$ cat src/rtl/serdes_8b10b_pkg.sv
// Shared definitions for the 8b10b receive link synchroniser: state encodings,
// the K28.5 comma byte and the set of legal K characters.
package serdes_8b10b_pkg;

  typedef enum logic [1:0] {
    ST_LOS    = 2'd0,
    ST_SYNC   = 2'd1,
    ST_RESYNC = 2'd2
  } sync_state_e;

  localparam logic [7:0] K28_5 = 8'hBC;

  localparam int NUM_LEGAL_K = 12;
  localparam logic [NUM_LEGAL_K-1:0][7:0] LEGAL_K = {
    8'h1C, 8'h3C, 8'h5C, 8'h7C, 8'h9C, 8'hBC,
    8'hDC, 8'hFC, 8'hF7, 8'hFB, 8'hFD, 8'hFE
  };

  function automatic logic is_legal_k(input logic [7:0] v);
    logic hit;
    hit = 1'b0;
    for (int i = 0; i < NUM_LEGAL_K; i++) begin
      if (v == LEGAL_K[i]) hit = 1'b1;
    end
    return hit;
  endfunction

endpackage

$ cat src/rtl/serdes_8b10b_k_check.sv
// Per-byte K-character screening for one 8-byte rx word: flags K bytes that are
// not legal K characters, and commas that appear outside byte lane 0.
module serdes_8b10b_k_check
  import serdes_8b10b_pkg::*;
(
  input  logic [63:0] i_data,
  input  logic [7:0]  i_k,
  output logic [7:0]  o_illegal_k,
  output logic [7:0]  o_misaligned
);

  always_comb begin
    o_illegal_k  = '0;
    o_misaligned = '0;
    for (int b = 0; b < 8; b++) begin
      o_illegal_k[b]  = i_k[b] & ~is_legal_k(i_data[b*8 +: 8]);
      o_misaligned[b] = (b != 0) && i_k[b] && (i_data[b*8 +: 8] == K28_5);
    end
  end

endmodule

$ cat src/rtl/serdes_8b10b_rx_link_sync.sv
// Link synchronisation state machine for byte-aligned 8b10b rx words, with a
// one-cycle registered data path and saturating error/loss statistics.
module serdes_8b10b_rx_link_sync
  import serdes_8b10b_pkg::*;
#(
  parameter int SYNC_CNT    = 4,
  parameter int LOSS_CNT    = 4,
  parameter int RECOVER_CNT = 16
) (
  input  logic        I_rx_clk,
  input  logic        I_rst_n,
  input  logic [63:0] I_rx_data,
  input  logic [7:0]  I_rx_k_ctrl,
  input  logic        I_cnt_clr,
  output logic [63:0] O_rx_data,
  output logic [7:0]  O_rx_k_ctrl,
  output logic        O_rx_vld,
  output logic        O_link_up,
  output logic [1:0]  O_sync_state,
  output logic [15:0] O_code_err_cnt,
  output logic [7:0]  O_los_cnt
);

  localparam int GW = $clog2(SYNC_CNT + 1);
  localparam int EW = $clog2(LOSS_CNT + 1);
  localparam int RW = $clog2(RECOVER_CNT + 1);

  sync_state_e r_state, w_state_nxt;
  logic [GW-1:0] r_good_cnt, w_good_nxt, w_good_inc;
  logic [EW-1:0] r_err_cnt, w_err_nxt, w_err_inc;
  logic [RW-1:0] r_rec_cnt, w_rec_nxt, w_rec_inc;
  logic          w_los_evt;

  logic [7:0]  w_illegal_k, w_misaligned;
  logic        w_err_word, w_comma;

  logic [63:0] r_rx_data;
  logic [7:0]  r_rx_k_ctrl;
  logic        r_rx_vld;
  logic [15:0] r_code_err_cnt;
  logic [7:0]  r_los_cnt;

  serdes_8b10b_k_check u_k_check (
    .i_data       (I_rx_data),
    .i_k          (I_rx_k_ctrl),
    .o_illegal_k  (w_illegal_k),
    .o_misaligned (w_misaligned)
  );

  // A comma that is also an error word is treated purely as an error.
  assign w_err_word = |(w_illegal_k | w_misaligned);
  assign w_comma    = I_rx_k_ctrl[0] && (I_rx_data[7:0] == K28_5);

  assign w_good_inc = r_good_cnt + GW'(1);
  assign w_err_inc  = r_err_cnt + EW'(1);
  assign w_rec_inc  = r_rec_cnt + RW'(1);

  always_comb begin
    w_state_nxt = r_state;
    w_good_nxt  = r_good_cnt;
    w_err_nxt   = r_err_cnt;
    w_rec_nxt   = r_rec_cnt;
    w_los_evt   = 1'b0;
    case (r_state)
      ST_LOS: begin
        if (w_err_word) begin
          w_good_nxt = '0;
        end else if (w_comma) begin
          if (w_good_inc == GW'(SYNC_CNT)) begin
            w_state_nxt = ST_SYNC;
            w_good_nxt  = '0;
          end else begin
            w_good_nxt = w_good_inc;
          end
        end
      end
      ST_SYNC: begin
        if (w_err_word) begin
          w_state_nxt = ST_RESYNC;
          w_err_nxt   = EW'(1);
          w_rec_nxt   = '0;
        end
      end
      ST_RESYNC: begin
        if (w_err_word) begin
          w_rec_nxt = '0;
          if (w_err_inc == EW'(LOSS_CNT)) begin
            w_state_nxt = ST_LOS;
            w_err_nxt   = '0;
            w_los_evt   = 1'b1;
          end else begin
            w_err_nxt = w_err_inc;
          end
        end else if (w_rec_inc == RW'(RECOVER_CNT)) begin
          w_state_nxt = ST_SYNC;
          w_err_nxt   = '0;
          w_rec_nxt   = '0;
        end else begin
          w_rec_nxt = w_rec_inc;
        end
      end
      default: begin
        w_state_nxt = ST_LOS;
        w_good_nxt  = '0;
        w_err_nxt   = '0;
        w_rec_nxt   = '0;
      end
    endcase
  end

  always_ff @(posedge I_rx_clk or negedge I_rst_n) begin
    if (!I_rst_n) begin
      r_state    <= ST_LOS;
      r_good_cnt <= '0;
      r_err_cnt  <= '0;
      r_rec_cnt  <= '0;
    end else begin
      r_state    <= w_state_nxt;
      r_good_cnt <= w_good_nxt;
      r_err_cnt  <= w_err_nxt;
      r_rec_cnt  <= w_rec_nxt;
    end
  end

  // Valid reflects the link state at the moment the word arrived.
  always_ff @(posedge I_rx_clk or negedge I_rst_n) begin
    if (!I_rst_n) begin
      r_rx_data   <= '0;
      r_rx_k_ctrl <= '0;
      r_rx_vld    <= 1'b0;
    end else begin
      r_rx_data   <= I_rx_data;
      r_rx_k_ctrl <= I_rx_k_ctrl;
      r_rx_vld    <= (r_state != ST_LOS);
    end
  end

  always_ff @(posedge I_rx_clk or negedge I_rst_n) begin
    if (!I_rst_n) begin
      r_code_err_cnt <= '0;
      r_los_cnt      <= '0;
    end else if (I_cnt_clr) begin
      r_code_err_cnt <= '0;
      r_los_cnt      <= '0;
    end else begin
      if (w_err_word && (r_code_err_cnt != 16'hFFFF)) r_code_err_cnt <= r_code_err_cnt + 16'd1;
      if (w_los_evt && (r_los_cnt != 8'hFF))           r_los_cnt      <= r_los_cnt + 8'd1;
    end
  end

  assign O_rx_data      = r_rx_data;
  assign O_rx_k_ctrl    = r_rx_k_ctrl;
  assign O_rx_vld       = r_rx_vld;
  assign O_link_up      = (r_state != ST_LOS);
  assign O_sync_state   = r_state;
  assign O_code_err_cnt = r_code_err_cnt;
  assign O_los_cnt      = r_los_cnt;

endmodule

$ cat config.mk
export PLATFORM = sky130hd
export DESIGN_NAME = serdes_8b10b_rx_link_sync
export DESIGN_NICKNAME = d
export VERILOG_FILES = /design/src/rtl/serdes_8b10b_pkg.sv /design/src/rtl/serdes_8b10b_k_check.sv /design/src/rtl/serdes_8b10b_rx_link_sync.sv
export SDC_FILE = /design/constraint.sdc
export NUM_CORES = 1
export LEC_CHECK = 0
export ABC_AREA = 1
export CORE_ASPECT_RATIO = 1.75
export CORE_UTILIZATION = 44
export CTS_BUF_LIST = sky130_fd_sc_hd__clkbuf_16
export DETAILED_ROUTE_END_ITERATION = 7
export GPL_ROUTABILITY_DRIVEN = 0
export PLACE_DENSITY_LB_ADDON = 0.05
export SYNTH_ARGS = -nofsm -noshare
export SYNTH_HDL_FRONTEND = slang
export SYNTH_SLANG_ARGS = --single-unit
$ cat constraint.sdc
create_clock -name I_rx_clk -period 2.5 [get_ports I_rx_clk]
set_clock_uncertainty 0.1 [all_clocks]
set_input_delay 0.375 -clock I_rx_clk [delete_from_list [all_inputs] [get_ports I_rx_clk]]
set_output_delay 0.375 -clock I_rx_clk [all_outputs]
set_load 0.05 [all_outputs]
==> out/results.tsv <==
metric	value	unit
status	complete, no violations	
Via Count	4036	
hold path start	I_rx_data[13]	
total track usage	23.0	%
async set-reset flop share out of synthesis	100	%
Layout Nets	761	
top cells by count, synth	110 x dfrtp_1, 98 x nand2_1, 55 x nor2_1	
Peak VDD IR	0.430	mV
Clk pwr share	34.7	%
area share of the largest cell type after synthesis	59.3	%
Post-Syn Instances	484	
startpoint types	flip-flop	
Setup crit end kind	output pin	
vias in the first global route	4108	
worst hold path stage count	1	
Synth area leader	dfrtp_1	
synthesis warning total	0	
Root Buffer	clkbuf_16	
CTS Buffer Depth	2	
reg2reg setup slack	430	ps
crit path launch	O_los_cnt[4]$_DFFE_PN0P_	
Final period util	85.2	%
core area	10200	um^2
fin crit period	2130	ps
Reg2Reg Depth	10	
critical-path cell list	clkdlybuf4s50_1	
post-route setup slack	370	ps
Post-Synth Simple-Gate Area	22.2	%
Area contributors post-synth	dfrtp_1 59%, nand2_1 7.9%, nand3_1 4.5%	
area fraction in compound gates after synthesis	7.58	%
cells resized by post-CTS repair	0	
Final Core Density	67.2	%
CP Buf/Inv Count	1	
sequential share of power	47.6	%
Hold Crit Class	input pin to flip-flop	
H-tree levels	3	
cts bufs inserted	9	
die footprint	11000	um^2
Sw Ratio	28.9	%
global-route wire length before repair	18800	um
fillcell total	832	
Final Power	3.96	mW
Crit Path Class	flip-flop to output pin	
width of the die	79.6	um
Worst-Skew Late Latency	350	ps
Worst-path clk slew	80	ps
Mean Syn Cell Area	9.59	um^2
Die H	138	um
r2r startpoint	O_code_err_cnt[1]$_DFFE_PN0P_	
Adder-Cell Fraction of Synth Area	2.97	%
Top Ports	175	
PwrDens	575	nW/um^2
Starting Density	45.3	%
CTS tree	yes	
Max stage delay cell, worst path	clkdlybuf4s50_1	
Post-Synthesis Cell Area	4640	um^2
share of cells above drive strength 1	7.50	%
Max stage delay on crit path	880	ps
CP top delay family	buffers and inverters	
Logic pwr share	17.7	%
antenna-violating nets left	0	
Setup WS pre-CTS	68.8	ps
antenna cells	0	
main combinational cell family by area after synthesis	simple AND/OR/NAND/NOR gates	
initial antenna violation count	0	
Port Buffers	174	
f_max	469	MHz
Sw Pwr	1.14	mW
sequential fraction of the synthesis area	59.3	%
Hold Fails Final Rpt	0	
worst path required time	2030	ps
Yosys reg bits	110	
Worst EP arrival	1660	ps
Leak	3.06	nW
Unique masters post-synth	28	
internal power	2.82	mW
# Post-CTS Setup Buffers	0	
DRC	0	
worst slew pin tran	604	ps
Pre-antenna DRT Iters	4	
GR Overflow Total	0	
Slew HR	59.4	%
Area growth syn-to-layout	48.3	%
Routed wire per std cell	14.8	um
mux contribution to synthesized area	0	%
Post-Synth XOR/XNOR Area	2.64	%
Synth Flop Type	dfrtp_1	
drt total wl	12000	um
row cnt	49	
Final setup violation count	0	
Max Cap Viol	0	
Slew Limit Fails	0	
worst-path fanout max	4	
setup TNS	0	ps
CTS sink cnt	110	
count leader, synth	dfrtp_1	
Critical R2R Capture	O_code_err_cnt[2]$_DFFE_PN0P_	
# hold bufs at CTS	1	
Syn Nets	570	
Final HPWL DP	9520	um
WHS	381	ps
routed vias/inst	5.00	
largest net degree at the start of global routing	45	
initial DRC count	223	
unrepaired setup endpoints after global routing	false	
number of synthesized flops with an enable pin	0	
Hold Path Sink	O_rx_data[13]$_DFF_PN0_	
[area by class of cell]
type	instances	area, um^2	share of cell area [%]
timing repair buffer	186	1840	26.8
sequential	110	2750	40.0
clock buffer	9	225	3.27
tap	127	159	2.31
inverter	54	203	2.95
clock inverter	7	56.3	0.818
multi-input combinational	314	1640	23.9
[state kept, by name, indices dropped and copies added, names as in the netlist]
| name | cells |
|---|---|
| O_code_err_cnt | 16 |
| O_los_cnt | 8 |
| O_rx_data | 64 |
| O_rx_k_ctrl | 8 |
| O_rx_vld | 1 |
| O_sync_state | 2 |
| r_err_cnt | 3 |
| r_good_cnt | 3 |
| r_rec_cnt | 5 |
[per-layer routing]
| metal | routed length, um | global-route usage [%] | vias to the layer above | part of all wire (%) |
|---|---|---|---|---|
| met1 | 3890 | 21.4 | 1908 | 33 |
| met2 | 6680 | 42.9 | 138 | 56 |
| met3 | 977 | 8.42 | 27 | 8.2 |
| li1 | - | - | 1963 | - |
| met4 | 427 | 11.5 | 0 | 3.6 |
| met5 | 0 | 0 | - | 0 |
[cells in the final DEF (no fill, tap or decap), types with 2 or more instances in the layout]
master / instances
ha_1: 11
a21oi_1: 10
clkinv_2: 2
dfrtp_1: 110
nor3_1: 9
inv_2: 2
o21ai_0: 11
o21a_1: 3
nor2_1: 55
nor4_1: 2
clkbuf_16: 9
clkdlybuf4s50_1: 172
inv_1: 51
nand4_1: 14
nor2_4: 3
nand2_1: 98
nand2_4: 2
o21ai_1: 17
xor2_1: 12
xnor2_1: 2
nand3_1: 42
nand2_2: 3
o21ai_2: 9
inv_6: 3
nor3_2: 2
o31ai_1: 8
buf_4: 12
[worst max path at each step]
stage                               endpoint  slack, ps  depth (start not counted)
6_report                        O_los_cnt[4]        370                          1
5_1_grt             r_err_cnt[0]$_DFFE_PN0P_        250                         14
4_1_cts                    O_code_err_cnt[0]        370                          2
3_5_place_dp        O_los_cnt[4]$_DFFE_PN0P_         70                         13
3_3_place_gp        r_err_cnt[1]$_DFFE_PN0P_        110                         13
2_1_floorplan  O_code_err_cnt[9]$_DFFE_PN0P_        290                         11
[power by group through the flow]
stage / registers (mW) / clock network (mW) / logic, mW
2_1_floorplan: 2.15 / 0 / 0.116
3_3_place_gp: 1.92 / 0 / 0.696
3_5_place_dp: 1.92 / 0 / 0.703
4_1_cts: 1.89 / 1.40 / 0.707
5_1_grt: 1.89 / 1.48 / 0.747
6_report: 1.88 / 1.37 / 0.700
[per-stage QoR]
stage | instance area (um^2) | instances
floorplan | 4640 | 484
global placement | 6590 | 790
detailed placement | 6590 | 790
CTS | 6880 | 807
global route | 6880 | 807
finish | 6880 | 807
[cells by family after synthesis]
logic type,Yosys count
AO/OA/AOI/OAI,58
XOR/XNOR,14
adder cells (fa/ha/maj),11
buffers and inverters,60
flip-flops,110
AND/OR/NAND/NOR,231
(Power assumes the default switching activity.)
